===== config.mk =====
export PLATFORM = sky130hd
export DESIGN_NAME = div_rs_flat
export DESIGN_NICKNAME = d
export VERILOG_FILES = /design/src/rtl/div_rs_pkg.sv /design/src/rtl/div_rs_if.sv /design/src/rtl/div_rs_age_matrix_sel.sv /design/src/rtl/div_rs.sv /design/src/flat_wrapper.sv
export SDC_FILE = /design/constraint.sdc
export NUM_CORES = 1
export LEC_CHECK = 0
export BUFFER_PORTS_ARGS = -buffer_cell sky130_fd_sc_hd__buf_2
export CAP_MARGIN = 0
export CORE_MARGIN = 2
export CORE_UTILIZATION = 45
export CTS_CLUSTER_DIAMETER = 200
export DETAILED_ROUTE_END_ITERATION = 10
export SLEW_MARGIN = 20
export SYNTH_ARGS = -nofsm -noshare
export SYNTH_HDL_FRONTEND = slang
export SYNTH_HIERARCHICAL = 1
export SYNTH_SLANG_ARGS = --single-unit

===== constraint.sdc =====
create_clock -name clk -period 5.8 [get_ports clk]
set_input_delay 0.58 -clock clk [delete_from_list [all_inputs] [get_ports clk]]
set_output_delay 0.58 -clock clk [all_outputs]
set_load 0.005 [all_outputs]

===== src/rtl/div_rs_pkg.sv =====
`default_nettype none
// ============================================================================
// Module   : div_rs_pkg
// Purpose  : Shared types, encodings and helpers for the divide reservation
//            station.
// Revision : 1.0 - initial release
// ============================================================================
package div_rs_pkg;

    // Machine-wide configuration: ROB depth and the widest physical tag.
    localparam int c_rob_len   = 16;
    localparam int c_rob_idx_w = $clog2(c_rob_len);
    localparam int c_tag_max_w = 8;

    typedef enum logic [2:0] {
        F3_DIV  = 3'b100,
        F3_DIVU = 3'b101,
        F3_REM  = 3'b110,
        F3_REMU = 3'b111
    } div_funct3_e;

    typedef struct packed {
        logic [c_tag_max_w-1:0] tag;
        logic                   rdy;
        logic [31:0]            data;
    } src_t;

    typedef struct packed {
        logic                   valid;
        logic [2:0]             funct3;
        logic [c_rob_idx_w-1:0] rob_idx;
        logic [c_tag_max_w-1:0] rd;
        src_t                   rs1;
        src_t                   rs2;
    } rs_entry_t;

    // A waiting source captures a matching CDB broadcast; shared by the
    // dispatch bypass and the per-entry wakeup so both follow one rule.
    function automatic src_t src_wakeup(input src_t                   s,
                                        input logic                   cdb_valid,
                                        input logic [c_tag_max_w-1:0] cdb_tag,
                                        input logic [31:0]            cdb_data);
        src_t r;
        r = s;
        if (!s.rdy && cdb_valid && (s.tag == cdb_tag)) begin
            r.rdy  = 1'b1;
            r.data = cdb_data;
        end
        return r;
    endfunction

endpackage
`default_nettype wire


===== src/rtl/div_rs_if.sv =====
`default_nettype none
// ============================================================================
// Module   : div_rs_if
// Purpose  : Dispatch, wakeup, flush and issue signals of the divide station.
// Revision : 1.0 - initial release
// ============================================================================
interface div_rs_if
    import div_rs_pkg::*;
#(
    parameter int ENTRIES = 4,
    parameter int PREG_W  = 7
);
    logic                     disp_valid;
    logic                     disp_ready;
    logic [2:0]               disp_funct3;
    logic [c_rob_idx_w-1:0]   disp_rob_idx;
    logic [PREG_W-1:0]        disp_rd;
    logic [PREG_W-1:0]        disp_rs1_tag;
    logic [PREG_W-1:0]        disp_rs2_tag;
    logic                     disp_rs1_rdy;
    logic                     disp_rs2_rdy;
    logic [31:0]              disp_rs1_data;
    logic [31:0]              disp_rs2_data;

    logic                     cdb_valid;
    logic [PREG_W-1:0]        cdb_tag;
    logic [31:0]              cdb_data;

    logic                     mispredict;
    logic [c_rob_len-1:0]     flush_mask;

    logic                     div_i_valid;
    logic                     div_i_ready;
    logic [2:0]               div_funct3;
    logic [31:0]              div_rs1_data;
    logic [31:0]              div_rs2_data;
    logic [c_rob_idx_w-1:0]   div_rob_idx;
    logic [PREG_W-1:0]        div_rd;

    logic [$clog2(ENTRIES):0] occupancy;

    modport master (
        output disp_valid, disp_funct3, disp_rob_idx, disp_rd,
               disp_rs1_tag, disp_rs2_tag, disp_rs1_rdy, disp_rs2_rdy,
               disp_rs1_data, disp_rs2_data,
               cdb_valid, cdb_tag, cdb_data, mispredict, flush_mask,
               div_i_ready,
        input  disp_ready, div_i_valid, div_funct3, div_rs1_data,
               div_rs2_data, div_rob_idx, div_rd, occupancy
    );

    modport slave (
        input  disp_valid, disp_funct3, disp_rob_idx, disp_rd,
               disp_rs1_tag, disp_rs2_tag, disp_rs1_rdy, disp_rs2_rdy,
               disp_rs1_data, disp_rs2_data,
               cdb_valid, cdb_tag, cdb_data, mispredict, flush_mask,
               div_i_ready,
        output disp_ready, div_i_valid, div_funct3, div_rs1_data,
               div_rs2_data, div_rob_idx, div_rd, occupancy
    );

endinterface
`default_nettype wire


===== src/rtl/div_rs_age_matrix_sel.sv =====
`default_nettype none
// ============================================================================
// Module   : age_matrix_sel
// Purpose  : Age matrix tracking dispatch order; grants the oldest requester.
// Revision : 1.0 - initial release
// ============================================================================
module age_matrix_sel #(
    parameter int ENTRIES = 4
) (
    input  logic               clk,
    input  logic               rst,
    input  logic [ENTRIES-1:0] alloc,
    input  logic [ENTRIES-1:0] req,
    output logic [ENTRIES-1:0] grant
);

    // r_older[i][j] set means entry i was dispatched before entry j.
    logic [ENTRIES-1:0] r_older [ENTRIES];
    logic [ENTRIES-1:0] w_blocked;

    always_ff @(posedge clk) begin
        if (rst) begin
            for (int i = 0; i < ENTRIES; i++) begin
                r_older[i] <= '0;
            end
        end else begin
            for (int i = 0; i < ENTRIES; i++) begin
                for (int j = 0; j < ENTRIES; j++) begin
                    if (alloc[i]) begin
                        r_older[i][j] <= 1'b0;
                    end else if (alloc[j]) begin
                        r_older[i][j] <= 1'b1;
                    end
                end
            end
        end
    end

    always_comb begin
        w_blocked = '0;
        grant     = '0;
        for (int j = 0; j < ENTRIES; j++) begin
            for (int i = 0; i < ENTRIES; i++) begin
                if (req[i] && r_older[i][j]) begin
                    w_blocked[j] = 1'b1;
                end
            end
            grant[j] = req[j] & ~w_blocked[j];
        end
    end

endmodule
`default_nettype wire


===== src/rtl/div_rs.sv =====
`default_nettype none
// ============================================================================
// Module   : div_rs
// Purpose  : Divide-unit reservation station: dispatch, CDB wakeup, oldest-
//            first issue and mispredict flush.
// Revision : 1.0 - initial release
// ============================================================================
module div_rs
    import div_rs_pkg::*;
#(
    parameter int ENTRIES = 4,
    parameter int PREG_W  = 7
) (
    input  logic    clk,
    input  logic    rst,
    div_rs_if.slave bus
);

    localparam int c_idx_w = $clog2(ENTRIES);
    localparam int c_occ_w = $clog2(ENTRIES) + 1;

    rs_entry_t              r_ent [ENTRIES];
    rs_entry_t              w_new;
    rs_entry_t              w_sel;
    src_t                   w_src1;
    src_t                   w_src2;
    logic [ENTRIES-1:0]     w_valid;
    logic [ENTRIES-1:0]     w_elig;
    logic [ENTRIES-1:0]     w_kill;
    logic [ENTRIES-1:0]     w_req;
    logic [ENTRIES-1:0]     w_grant;
    logic [ENTRIES-1:0]     w_alloc;
    logic [c_idx_w-1:0]     w_alloc_idx;
    logic [c_occ_w-1:0]     w_occ;
    logic [c_tag_max_w-1:0] w_cdb_tag;
    logic                   w_disp_fire;
    logic                   w_issue_fire;

    assign w_cdb_tag = c_tag_max_w'(bus.cdb_tag);

    always_comb begin
        w_valid     = '0;
        w_elig      = '0;
        w_kill      = '0;
        w_occ       = '0;
        w_alloc_idx = '0;
        for (int i = 0; i < ENTRIES; i++) begin
            w_valid[i] = r_ent[i].valid;
            w_elig[i]  = r_ent[i].valid & r_ent[i].rs1.rdy & r_ent[i].rs2.rdy;
            w_kill[i]  = bus.mispredict & r_ent[i].valid
                       & bus.flush_mask[r_ent[i].rob_idx];
            w_occ      = w_occ + c_occ_w'(r_ent[i].valid);
        end
        for (int i = ENTRIES - 1; i >= 0; i--) begin
            if (!r_ent[i].valid) begin
                w_alloc_idx = c_idx_w'(i);
            end
        end
    end

    // Only registered occupancy gates dispatch; a slot freed by this cycle's
    // issue becomes usable next cycle.
    assign bus.disp_ready = ~(&w_valid) & ~bus.mispredict;
    assign w_disp_fire    = bus.disp_valid & bus.disp_ready;
    assign w_alloc        = w_disp_fire ? (ENTRIES'(1) << w_alloc_idx) : '0;
    assign w_req          = w_elig & ~w_kill;

    age_matrix_sel #(
        .ENTRIES (ENTRIES)
    ) u_age_sel (
        .clk   (clk),
        .rst   (rst),
        .alloc (w_alloc),
        .req   (w_req),
        .grant (w_grant)
    );

    always_comb begin
        w_sel = '0;
        for (int i = 0; i < ENTRIES; i++) begin
            if (w_grant[i]) begin
                w_sel = r_ent[i];
            end
        end
    end

    assign bus.div_i_valid  = |w_req;
    assign w_issue_fire     = bus.div_i_valid & bus.div_i_ready;
    assign bus.div_funct3   = w_sel.funct3;
    assign bus.div_rs1_data = w_sel.rs1.data;
    assign bus.div_rs2_data = w_sel.rs2.data;
    assign bus.div_rob_idx  = w_sel.rob_idx;
    assign bus.div_rd       = PREG_W'(w_sel.rd);
    assign bus.occupancy    = w_occ;

    always_comb begin
        w_src1      = '0;
        w_src2      = '0;
        w_src1.tag  = c_tag_max_w'(bus.disp_rs1_tag);
        w_src1.rdy  = bus.disp_rs1_rdy;
        w_src1.data = bus.disp_rs1_data;
        w_src2.tag  = c_tag_max_w'(bus.disp_rs2_tag);
        w_src2.rdy  = bus.disp_rs2_rdy;
        w_src2.data = bus.disp_rs2_data;

        w_new         = '0;
        w_new.valid   = 1'b1;
        w_new.funct3  = bus.disp_funct3;
        w_new.rob_idx = bus.disp_rob_idx;
        w_new.rd      = c_tag_max_w'(bus.disp_rd);
        w_new.rs1     = src_wakeup(w_src1, bus.cdb_valid, w_cdb_tag, bus.cdb_data);
        w_new.rs2     = src_wakeup(w_src2, bus.cdb_valid, w_cdb_tag, bus.cdb_data);
    end

    always_ff @(posedge clk) begin
        if (rst) begin
            for (int i = 0; i < ENTRIES; i++) begin
                r_ent[i].valid <= 1'b0;
            end
        end else begin
            for (int i = 0; i < ENTRIES; i++) begin
                r_ent[i].rs1 <= src_wakeup(r_ent[i].rs1, bus.cdb_valid, w_cdb_tag, bus.cdb_data);
                r_ent[i].rs2 <= src_wakeup(r_ent[i].rs2, bus.cdb_valid, w_cdb_tag, bus.cdb_data);
                if (w_kill[i] || (w_issue_fire && w_grant[i])) begin
                    r_ent[i].valid <= 1'b0;
                end
                // Allocation only targets a free slot, so it never collides
                // with an issue or flush of the same entry.
                if (w_alloc[i]) begin
                    r_ent[i] <= w_new;
                end
            end
        end
    end

endmodule
`default_nettype wire


===== src/flat_wrapper.sv =====
// flat-port wrapper written by rule: the top's interface ports become plain ports
module div_rs_flat import div_rs_pkg::*;
#(
    parameter int ENTRIES = 4,
    parameter int PREG_W  = 7
)
  (clk, rst, bus_disp_valid, bus_disp_funct3, bus_disp_rob_idx, bus_disp_rd, bus_disp_rs1_tag, bus_disp_rs2_tag, bus_disp_rs1_rdy, bus_disp_rs2_rdy, bus_disp_rs1_data, bus_disp_rs2_data, bus_cdb_valid, bus_cdb_tag, bus_cdb_data, bus_mispredict, bus_flush_mask, bus_div_i_ready, bus_disp_ready, bus_div_i_valid, bus_div_funct3, bus_div_rs1_data, bus_div_rs2_data, bus_div_rob_idx, bus_div_rd, bus_occupancy);
  div_rs_if #(.ENTRIES(ENTRIES), .PREG_W(PREG_W)) bus_i ();
  input  logic clk;
  input  logic rst;
  input wire logic [$bits(bus_i.disp_valid)-1:0] bus_disp_valid;
  input wire logic [$bits(bus_i.disp_funct3)-1:0] bus_disp_funct3;
  input wire logic [$bits(bus_i.disp_rob_idx)-1:0] bus_disp_rob_idx;
  input wire logic [$bits(bus_i.disp_rd)-1:0] bus_disp_rd;
  input wire logic [$bits(bus_i.disp_rs1_tag)-1:0] bus_disp_rs1_tag;
  input wire logic [$bits(bus_i.disp_rs2_tag)-1:0] bus_disp_rs2_tag;
  input wire logic [$bits(bus_i.disp_rs1_rdy)-1:0] bus_disp_rs1_rdy;
  input wire logic [$bits(bus_i.disp_rs2_rdy)-1:0] bus_disp_rs2_rdy;
  input wire logic [$bits(bus_i.disp_rs1_data)-1:0] bus_disp_rs1_data;
  input wire logic [$bits(bus_i.disp_rs2_data)-1:0] bus_disp_rs2_data;
  input wire logic [$bits(bus_i.cdb_valid)-1:0] bus_cdb_valid;
  input wire logic [$bits(bus_i.cdb_tag)-1:0] bus_cdb_tag;
  input wire logic [$bits(bus_i.cdb_data)-1:0] bus_cdb_data;
  input wire logic [$bits(bus_i.mispredict)-1:0] bus_mispredict;
  input wire logic [$bits(bus_i.flush_mask)-1:0] bus_flush_mask;
  input wire logic [$bits(bus_i.div_i_ready)-1:0] bus_div_i_ready;
  output wire logic [$bits(bus_i.disp_ready)-1:0] bus_disp_ready;
  output wire logic [$bits(bus_i.div_i_valid)-1:0] bus_div_i_valid;
  output wire logic [$bits(bus_i.div_funct3)-1:0] bus_div_funct3;
  output wire logic [$bits(bus_i.div_rs1_data)-1:0] bus_div_rs1_data;
  output wire logic [$bits(bus_i.div_rs2_data)-1:0] bus_div_rs2_data;
  output wire logic [$bits(bus_i.div_rob_idx)-1:0] bus_div_rob_idx;
  output wire logic [$bits(bus_i.div_rd)-1:0] bus_div_rd;
  output wire logic [$bits(bus_i.occupancy)-1:0] bus_occupancy;
  assign bus_i.disp_valid = bus_disp_valid;
  assign bus_i.disp_funct3 = bus_disp_funct3;
  assign bus_i.disp_rob_idx = bus_disp_rob_idx;
  assign bus_i.disp_rd = bus_disp_rd;
  assign bus_i.disp_rs1_tag = bus_disp_rs1_tag;
  assign bus_i.disp_rs2_tag = bus_disp_rs2_tag;
  assign bus_i.disp_rs1_rdy = bus_disp_rs1_rdy;
  assign bus_i.disp_rs2_rdy = bus_disp_rs2_rdy;
  assign bus_i.disp_rs1_data = bus_disp_rs1_data;
  assign bus_i.disp_rs2_data = bus_disp_rs2_data;
  assign bus_i.cdb_valid = bus_cdb_valid;
  assign bus_i.cdb_tag = bus_cdb_tag;
  assign bus_i.cdb_data = bus_cdb_data;
  assign bus_i.mispredict = bus_mispredict;
  assign bus_i.flush_mask = bus_flush_mask;
  assign bus_i.div_i_ready = bus_div_i_ready;
  assign bus_disp_ready = bus_i.disp_ready;
  assign bus_div_i_valid = bus_i.div_i_valid;
  assign bus_div_funct3 = bus_i.div_funct3;
  assign bus_div_rs1_data = bus_i.div_rs1_data;
  assign bus_div_rs2_data = bus_i.div_rs2_data;
  assign bus_div_rob_idx = bus_i.div_rob_idx;
  assign bus_div_rd = bus_i.div_rd;
  assign bus_occupancy = bus_i.occupancy;
  div_rs #(.ENTRIES(ENTRIES), .PREG_W(PREG_W)) u_core (.clk(clk), .rst(rst), .bus(bus_i));
endmodule

# [Word-level counts from Yosys, hierarchy flattened]
# Memories as Yosys holds them, arrays and structs flattened.
# Cells that the tools add are included.
[op_classes] mux=154 bitwise_logic=71 eq_ne=10 shift=1 magnitude_cmp=4 reduce_logical=56 n_addsub=3
[op_table] op="$mux W33" count=18
[op_table] op="$mux W97" count=4
[op_table] op="$mux W82" count=4
[op_table] op="$mux W1" count=119
[op_table] op="$eq A8 B7 Y1" count=8
[op_table] op="$logic_and A1 B1 Y1" count=40
[op_table] op="$or A1 B1 Y1" count=40
[op_table] op="$and A1 B1 Y1" count=23
[op_table] op="$lt A4 B5 Y1 const B" count=4
[op_table] op="$bmux W1 S4" count=4
[op_table] op="$eq A7 B7 Y1" count=2
[op_table] op="$logic_not A1 Y1" count=10
[op_table] op="$mux W2" count=4
[op_table] op="$not A1 Y1" count=6
[op_table] op="$and A4 B4 Y4" count=1
[op_table] op="$logic_or A1 B1 Y1" count=4
[op_table] op="$mux W4" count=1
[op_table] op="$not A4 Y4" count=1
[op_table] op="$reduce_and A4 Y1" count=1
[op_table] op="$reduce_or A4 Y1" count=1
[op_table] op="$shl A1 B2 Y4 const A" count=1
[op_table] op="$add A2 B1 Y3" count=1
[op_table] op="$add A3 B1 Y3" count=1
[op_table] op="$add A1 B1 Y2" count=1
[totals] ff_bits=0 mem_bits_rw=404 mem_count=2 input_bits=155
[mem_list] name="u_core.r_ent" depth=4 word_bits=97 read_ports=4 rd_clocked_by_memory_dff=0 write_ports=4 line_no="div_rs.sv:22" rtl="rs_entry_t r_ent [ENTRIES];"
[mem_list] name="u_core.u_age_sel.r_older" depth=4 word_bits=4 read_ports=4 rd_clocked_by_memory_dff=0 write_ports=4 line_no="div_rs_age_matrix_sel.sv:18" rtl="logic [ENTRIES-1:0] r_older [ENTRIES];"

# [Longest topological paths before layout]
# Gate-level depths: netlist of run 1.
# An unclocked memory read counts as a cell.
[logic_depth] word_depth=20 mapped_depth=16

# [Hierarchy]
# The synthesis of run 1 kept the hierarchy.
[modules_own_cells] module="div_rs" seq_area_each_um2=11410.9 cells_each=1361 n_inst=1 area_each_um2=18514.0
[modules_own_cells] module="age_matrix_sel" seq_area_each_um2=360.3 cells_each=55 n_inst=1 area_each_um2=625.6

# [Worst setup path before layout of run 1]
# OpenSTA, ideal clock, no wires.
[synth_path] kind="input port to flip-flop" start="input rst" end="memory u_core/r_ent[0][100] (netlist bit) (enable)" setup_ns=0.469 setup_slack_ns=1.562 stages=6 n_path_buf=2 arrival_time_ns=3.769 path_cell_list="clkbuf_1 nand2b_1 clkbuf_1 nor3_1 nand3_1 o21ai_0"
[synth_lines] element="from (decl)" line_no="flat_wrapper.sv:10" rtl="input logic rst;"
[synth_lines] element="to (decl)" line_no="div_rs.sv:22"

==> flow_metrics.tcl, run 1 <==
set metrics [dict create \
    yosysWarnings 6 \
    path_max_fanout 50 \
    setup_viol 0 \
    vias 12500 \
    wirelength_mm 52.0 \
    maxCapViolations 0 \
    overflow 0 \
    arrival_ns 4.64 \
    grt_pass1_wl_mm 77.8 \
    numCtsBuffers 43 \
    cts_tree "yes" \
    rsz0062_at_grt "false" \
    syn-instance-count 1416 \
    power.leakage_nw 7.89 \
    cts.sinks 392 \
    worst_pin_slew_ns 1.14 \
    antenna_found_initial 8 \
    place_congestion 0.850 \
    die_w_um 210 \
    worstSetupPathType "reg -> out" \
    design_area_um2 22200 \
    h-tree-depth 2 \
    ys.flop_type "edfxtp_1" \
    firstDrtPassIters 7 \
    cts_repair_resize_count 0 \
    grt_use_met3 0.0417 \
    clk_path_buf_depth 3 \
    seq_area_frac_synth 0.615 \
    syn_to_final_growth_pct 16.2 \
    num_rows 75 \
    maxSlewHeadroom 0.238 \
    async_flop_share 0 \
    synth.distinct_cells 47 \
    first_global_vias 12600 \
    gr-usage-met2 0.395 \
    hold_path.class "in -> reg" \
    initial_core_util 0.456 \
    drive_above_1_share 0.373 \
    multi_input_area_um2 6960 \
    status "finished, final reports clean" \
    synth-seq-cells 392 \
    peakVddDrop_v 0.000225 \
    hold_viol 0 \
    io_buffers 237 \
    cts-root-buf "clkbuf_16" \
    netlist_area_um2 19100 \
    grt-busiest-layer "met2" \
    vias_per_cell 5.70 \
    fin_crit_ns 5.22 \
    grt_util_all_layers 0.235 \
    syn_area_per_cell_um2 13.5 \
    final_cell_mix "edfxtp_1 (392), mux2_2 (256), buf_2 (237), nor2_1 (98), nand2_1 (96)" \
    design.portCount 238 \
    hold_buffers 0 \
    clock_latency_ns 0.57 \
    syn_nets 1575 \
    placed_cells 2120 \
    start_kind "flop" \
    nets 1785 \
    cp.required_ns 5.22 \
    die_h_um 210 \
    hpwl_mm 32.7 \
    post_cts_buffers 0 \
    skew_ns 0.0219 \
    hold_slack_ns 0.224 \
    fmax_ghz 0.192 \
    powerDensity_nw_per_um2 280 \
    layout.cells.non_filler 2202 \
    power.total_mw 6.23 \
    met1_usage 0.311 \
    grt_max_degree 70 \
    core_area_um2 41900 \
    fin_setup_tns_ns 0 \
    synth-edff-count 392 \
    die-area_um2 44200 \
    layout_commonest_cell "edfxtp_1" \
    clk_pin_slew_ns 0.06 \
    cp-end-kind "primary output" \
    finalMaxSlewViolations 0 \
    ant_nets 0 \
    period_share 0.900 \
    placed_cell_area_um2 20900 \
    fillers 3620 \
    seq_area_um2 11800 \
    wl_per_cell_um 23.6 \
    drc_errors 0 \
    drt-initial-drc-count 846 \
]
## final cells by class
cell class,instances,share of cell area
Clock inverter,27,0.00996
Antenna cell,3,0.000338
Multi-Input combinational cell,914,0.313
Clock buffer,52,0.0509
Sequential cell,392,0.529
Timing Repair Buffer,264,0.0641
Tap cell,539,0.0303
Inverter,11,0.00186
## registers in the layout, indices dropped and copies added, names as in the netlist
name / flops
u_core/r_ent: 380
u_core/u_age_sel/r_older: 12
## metal layers
metal	share of wire	vias up	routed length, um
met3	0.057	85	2980
met1	0.43	6259	22400
met4	0.025	8	1290
met2	0.49	355	25200
li1	-	5834	-
met5	0.00092	-	48
## critical path: stages (launching register included)
cell	delay, ns
edfxtp_1	0.58
mux4_2	0.55
nor2_1	0.15
a211oi_1	0.08
nor3_1	0.50
a22oi_1	0.18
and3_4	0.39
nor2b_4	0.20
buf_4	0.52
a22oi_1	0.14
nor2_1	0.13
a21oi_1	0.05
o21ai_0	0.35
buf_2	0.19
## metrics by stage
stage | util | worst slack [ns]
floorplan | - | 1.56
global placement | 0.497 | 1.17
detailed placement | 0.497 | 1.11
CTS | 0.530 | 0.548
global route | 0.530 | 0.215
finish | 0.530 | 0.582
## synthesized netlist by cell type, types with 10 or more instances
master | number | area, um2
nor4_1 | 11 | 68.8
clkbuf_1 | 55 | 206
xnor2_1 | 20 | 175
o21ai_0 | 84 | 420
or3_1 | 13 | 81.3
inv_1 | 10 | 37.5
nor2_1 | 98 | 368
nand2_1 | 102 | 383
buf_2 | 16 | 80.1
nor3_1 | 13 | 65.1
mux2_2 | 256 | 2880
edfxtp_1 | 392 | 11800
xor2_1 | 50 | 438
buf_1 | 15 | 56.3
a22oi_1 | 81 | 608
a21oi_1 | 81 | 405
nor2b_1 | 11 | 68.8
## path summary, 6_finish.rpt
kind	startpoint	endpoint	slack, ns	cells after the start
max	u_core/r_ent[0][283]	bus_div_rs2_data[16]	0.58	13
min	bus_disp_funct3[2]	u_core/r_ent[0][289]	0.22	1
max reg2reg	u_core/r_ent[0][193]	u_core/r_ent[0][152]	1.95	7
min reg2reg	u_core/r_ent[0][96]	u_core/r_ent[0][96]	0.85	2
## kinds of logic (layout without fill, tap and decap cells)
| kind of cell | count (synthesis) | count (layout) | share of synthesized area |
|---|---|---|---|
| other | 0 | 3 | 0 |
| adder cells (fa/ha/maj) | 4 | 4 | 0.00301 |
| XOR/XNOR | 70 | 70 | 0.0320 |
| AND/OR/NAND/NOR | 294 | 294 | 0.0710 |
| multiplexers | 276 | 276 | 0.167 |
| AO/OA/AOI/OAI | 270 | 270 | 0.0866 |
| flip-flops | 392 | 392 | 0.615 |
| buffers and inverters | 110 | 354 | 0.0258 |
## report_power, final
group          switching [mW]  internal [mW]  leakage [nW]
Combinational           0.213          0.178          3.65
Sequential             0.0182           3.17          3.58
Clock                    1.13           1.53         0.661
Note: power is estimated with default switching activity, not from simulation.
==> run 2, diff against run 1 <==
--- a/config.mk
+++ b/config.mk
@@ -8,7 +8,7 @@
 export BUFFER_PORTS_ARGS = -buffer_cell sky130_fd_sc_hd__buf_2
 export CAP_MARGIN = 0
 export CORE_MARGIN = 2
-export CORE_UTILIZATION = 45
+export CORE_UTILIZATION = 30
 export CTS_CLUSTER_DIAMETER = 200
 export DETAILED_ROUTE_END_ITERATION = 10
 export SLEW_MARGIN = 20
==> run 2 against run 1 <==
Compared with the run above:
- register-to-register slack got worse by 0.41 ns
- power grew 4.6%
- global-route usage decreased by 7.3 points
- first-iteration DRC count is 2.5% higher
- sequential share of layout area shrank 1.3 points
- fmax is 2.1% lower
- sequential power barely moved
- critical path type unchanged
- largest cell class unchanged
- largest power group unchanged
==> flow_metrics.tcl, run 2 (synthesis results as in run 1) <==
set metrics [dict create \
    max_flop_register "u_core/r_ent" \
    post-route-util 0.361 \
    initial_core_util 0.303 \
    layout_commonest_cell "edfxtp_1" \
    drive_above_1_share 0.375 \
    rsz0062_at_grt "false" \
    grt_use_met3 0.0231 \
    powerDensity_nw_per_um2 286 \
    drc_errors 0 \
    hpwl_mm 34.4 \
    placed_cell_area_um2 21200 \
    path_max_fanout 41 \
    numCtsBuffers 46 \
    critical-path-max-stage-delay_ns 0.61 \
    post_cts_buffers 0 \
    fin_crit_ns 5.33 \
    design_area_um2 22800 \
    largest_reg_flops 380 \
    firstDrtPassIters 5 \
    core_area_um2 63100 \
    antenna_found_initial 1 \
    overflow 0 \
    wirelength_mm 53.8 \
    top_regs "u_core/r_ent x380, u_core/u_age_sel/r_older x12" \
    cts_tree "yes" \
    cp-end-kind "primary output" \
    first_global_vias 12900 \
    peakVddDrop_v 0.000193 \
    final_cell_mix "edfxtp_1 (392), mux2_2 (256), buf_2 (237), nor2_1 (98), nand2_1 (96)" \
    cp.required_ns 5.22 \
    gr-usage-met2 0.287 \
    critPathTopFamily "simple AND/OR/NAND/NOR gates" \
    arrival_ns 4.75 \
    crit_buf_inv 2 \
    syn_to_final_growth_pct 19.1 \
    p_int_mw 5.12 \
    hold_path.class "in -> reg" \
    met1_usage 0.207 \
    power.leakage_nw 7.97 \
    layout.cells.non_filler 2513 \
    vias_per_cell 4.97 \
    drt-initial-drc-count 867 \
    dp_slack_ns 1.11 \
    cts_repair_resize_count 0 \
    wl_per_cell_um 21.4 \
    finalWorstSetupSlack_ns 0.471 \
    vias 12500 \
    setup_viol 0 \
    die_w_um 257 \
    worstSetupPathType "reg -> out" \
    hold_viol 0 \
    place_congestion 0.843 \
    cpMostUsedCell "a22oi_1" \
    crit_path_top_delay_cell "nor2b_4" \
    p_sw_frac 0.214 \
    design.portCount 238 \
    start_kind "flop" \
    clk_pin_slew_ns 0.06 \
    fmax_ghz 0.188 \
    fillers 6205 \
    grt_max_degree 75 \
    grt-busiest-layer "met2" \
    num_rows 92 \
    fin_setup_tns_ns 0 \
    switching_power_mw 1.40 \
    clock_latency_ns 0.58 \
    hold_buffers 0 \
    die-area_um2 65800 \
    nets 1786 \
    ant_nets 0 \
    grt_pass1_wl_mm 81.5 \
    maxCapViolations 0 \
    combPwrFrac 0.060 \
    clk_path_buf_depth 3 \
    skew_ns 0.0315 \
    clock_power_share 0.451 \
    cts.sinks 392 \
    io_buffers 237 \
    period_share 0.919 \
    die_h_um 257 \
    maxSlewHeadroom 0.246 \
    finalMaxSlewViolations 0 \
    worst_pin_slew_ns 1.13 \
    placed_cells 2425 \
    h-tree-depth 2 \
    seqPwrFrac 0.489 \
    worstPathCellList "mux2_2 -> o311ai_0 -> a211oi_1 -> nor3_1 -> a22oi_1 -> and3_4 -> nor2b_4 -> buf_12 -> a22oi_1 -> nor2_1 -> a21oi_1 -> o21ai_0 -> buf_2" \
    grt_util_all_layers 0.162 \
    cts-root-buf "clkbuf_16" \
    status "finished, final reports clean" \
]
-- run 2: cell types whose count changed in the layout (fill, tap and decap cells not counted), sizes merged --
cell and change:
buf -2, bufinv +4, clkbuf +1, diode -1
inv +2
-- run 2: power by group through the flow --
| stage | clock network [mW] | registers (mW) | logic (mW) |
|---|---|---|---|
| global placement | 0 | 3.24 | 0.380 |
| global route | 3.14 | 3.19 | 0.430 |
| CTS | 3.03 | 3.19 | 0.394 |
| floorplan | 0 | 3.24 | 0.216 |
| detailed placement | 0 | 3.25 | 0.391 |
| finish | 2.94 | 3.19 | 0.390 |
-- run 2: final timing paths --
check	from	to	slack, ns	cells after the start
worst max-delay path	u_core/r_ent[0][380]	bus_div_rob_idx[0]	0.47	13
worst max register to register	u_core/r_ent[0][193]	u_core/r_ent[0][163]	1.54	7
worst min register to register	u_core/r_ent[0][96]	u_core/r_ent[0][96]	0.87	2
worst min-delay path	bus_disp_rob_idx[2]	u_core/r_ent[0][285]	0.22	1
-- run 2: stage by stage --
step | power [mW] | hold slack [ns]
floorplan | 3.46 | 0.679
global placement | 3.62 | 0.795
detailed placement | 3.64 | 0.804
CTS | 6.61 | 0.179
global route | 6.76 | 0.199
finish | 6.52 | 0.217
-- run 2: area by class of cell --
| type | instances | area (um2) | share of cell area |
|---|---|---|---|
| tap | 846 | 1060 | 0.0464 |
| multi-input combinational | 914 | 6960 | 0.305 |
| inverter | 11 | 41.3 | 0.00181 |
| clock buffer | 53 | 1180 | 0.0516 |
| antenna | 2 | 5.00 | 0.000220 |
| timing repair buffer | 262 | 1420 | 0.0624 |
| sequential | 392 | 11800 | 0.516 |
| clock inverter | 33 | 364 | 0.0160 |
-- run 2: routing by layer --
metal  share of wire  vias up
li1                -     5828
met4           0.015        0
met1            0.43     6239
met2            0.51      376
met3           0.047       58
met5               0        -
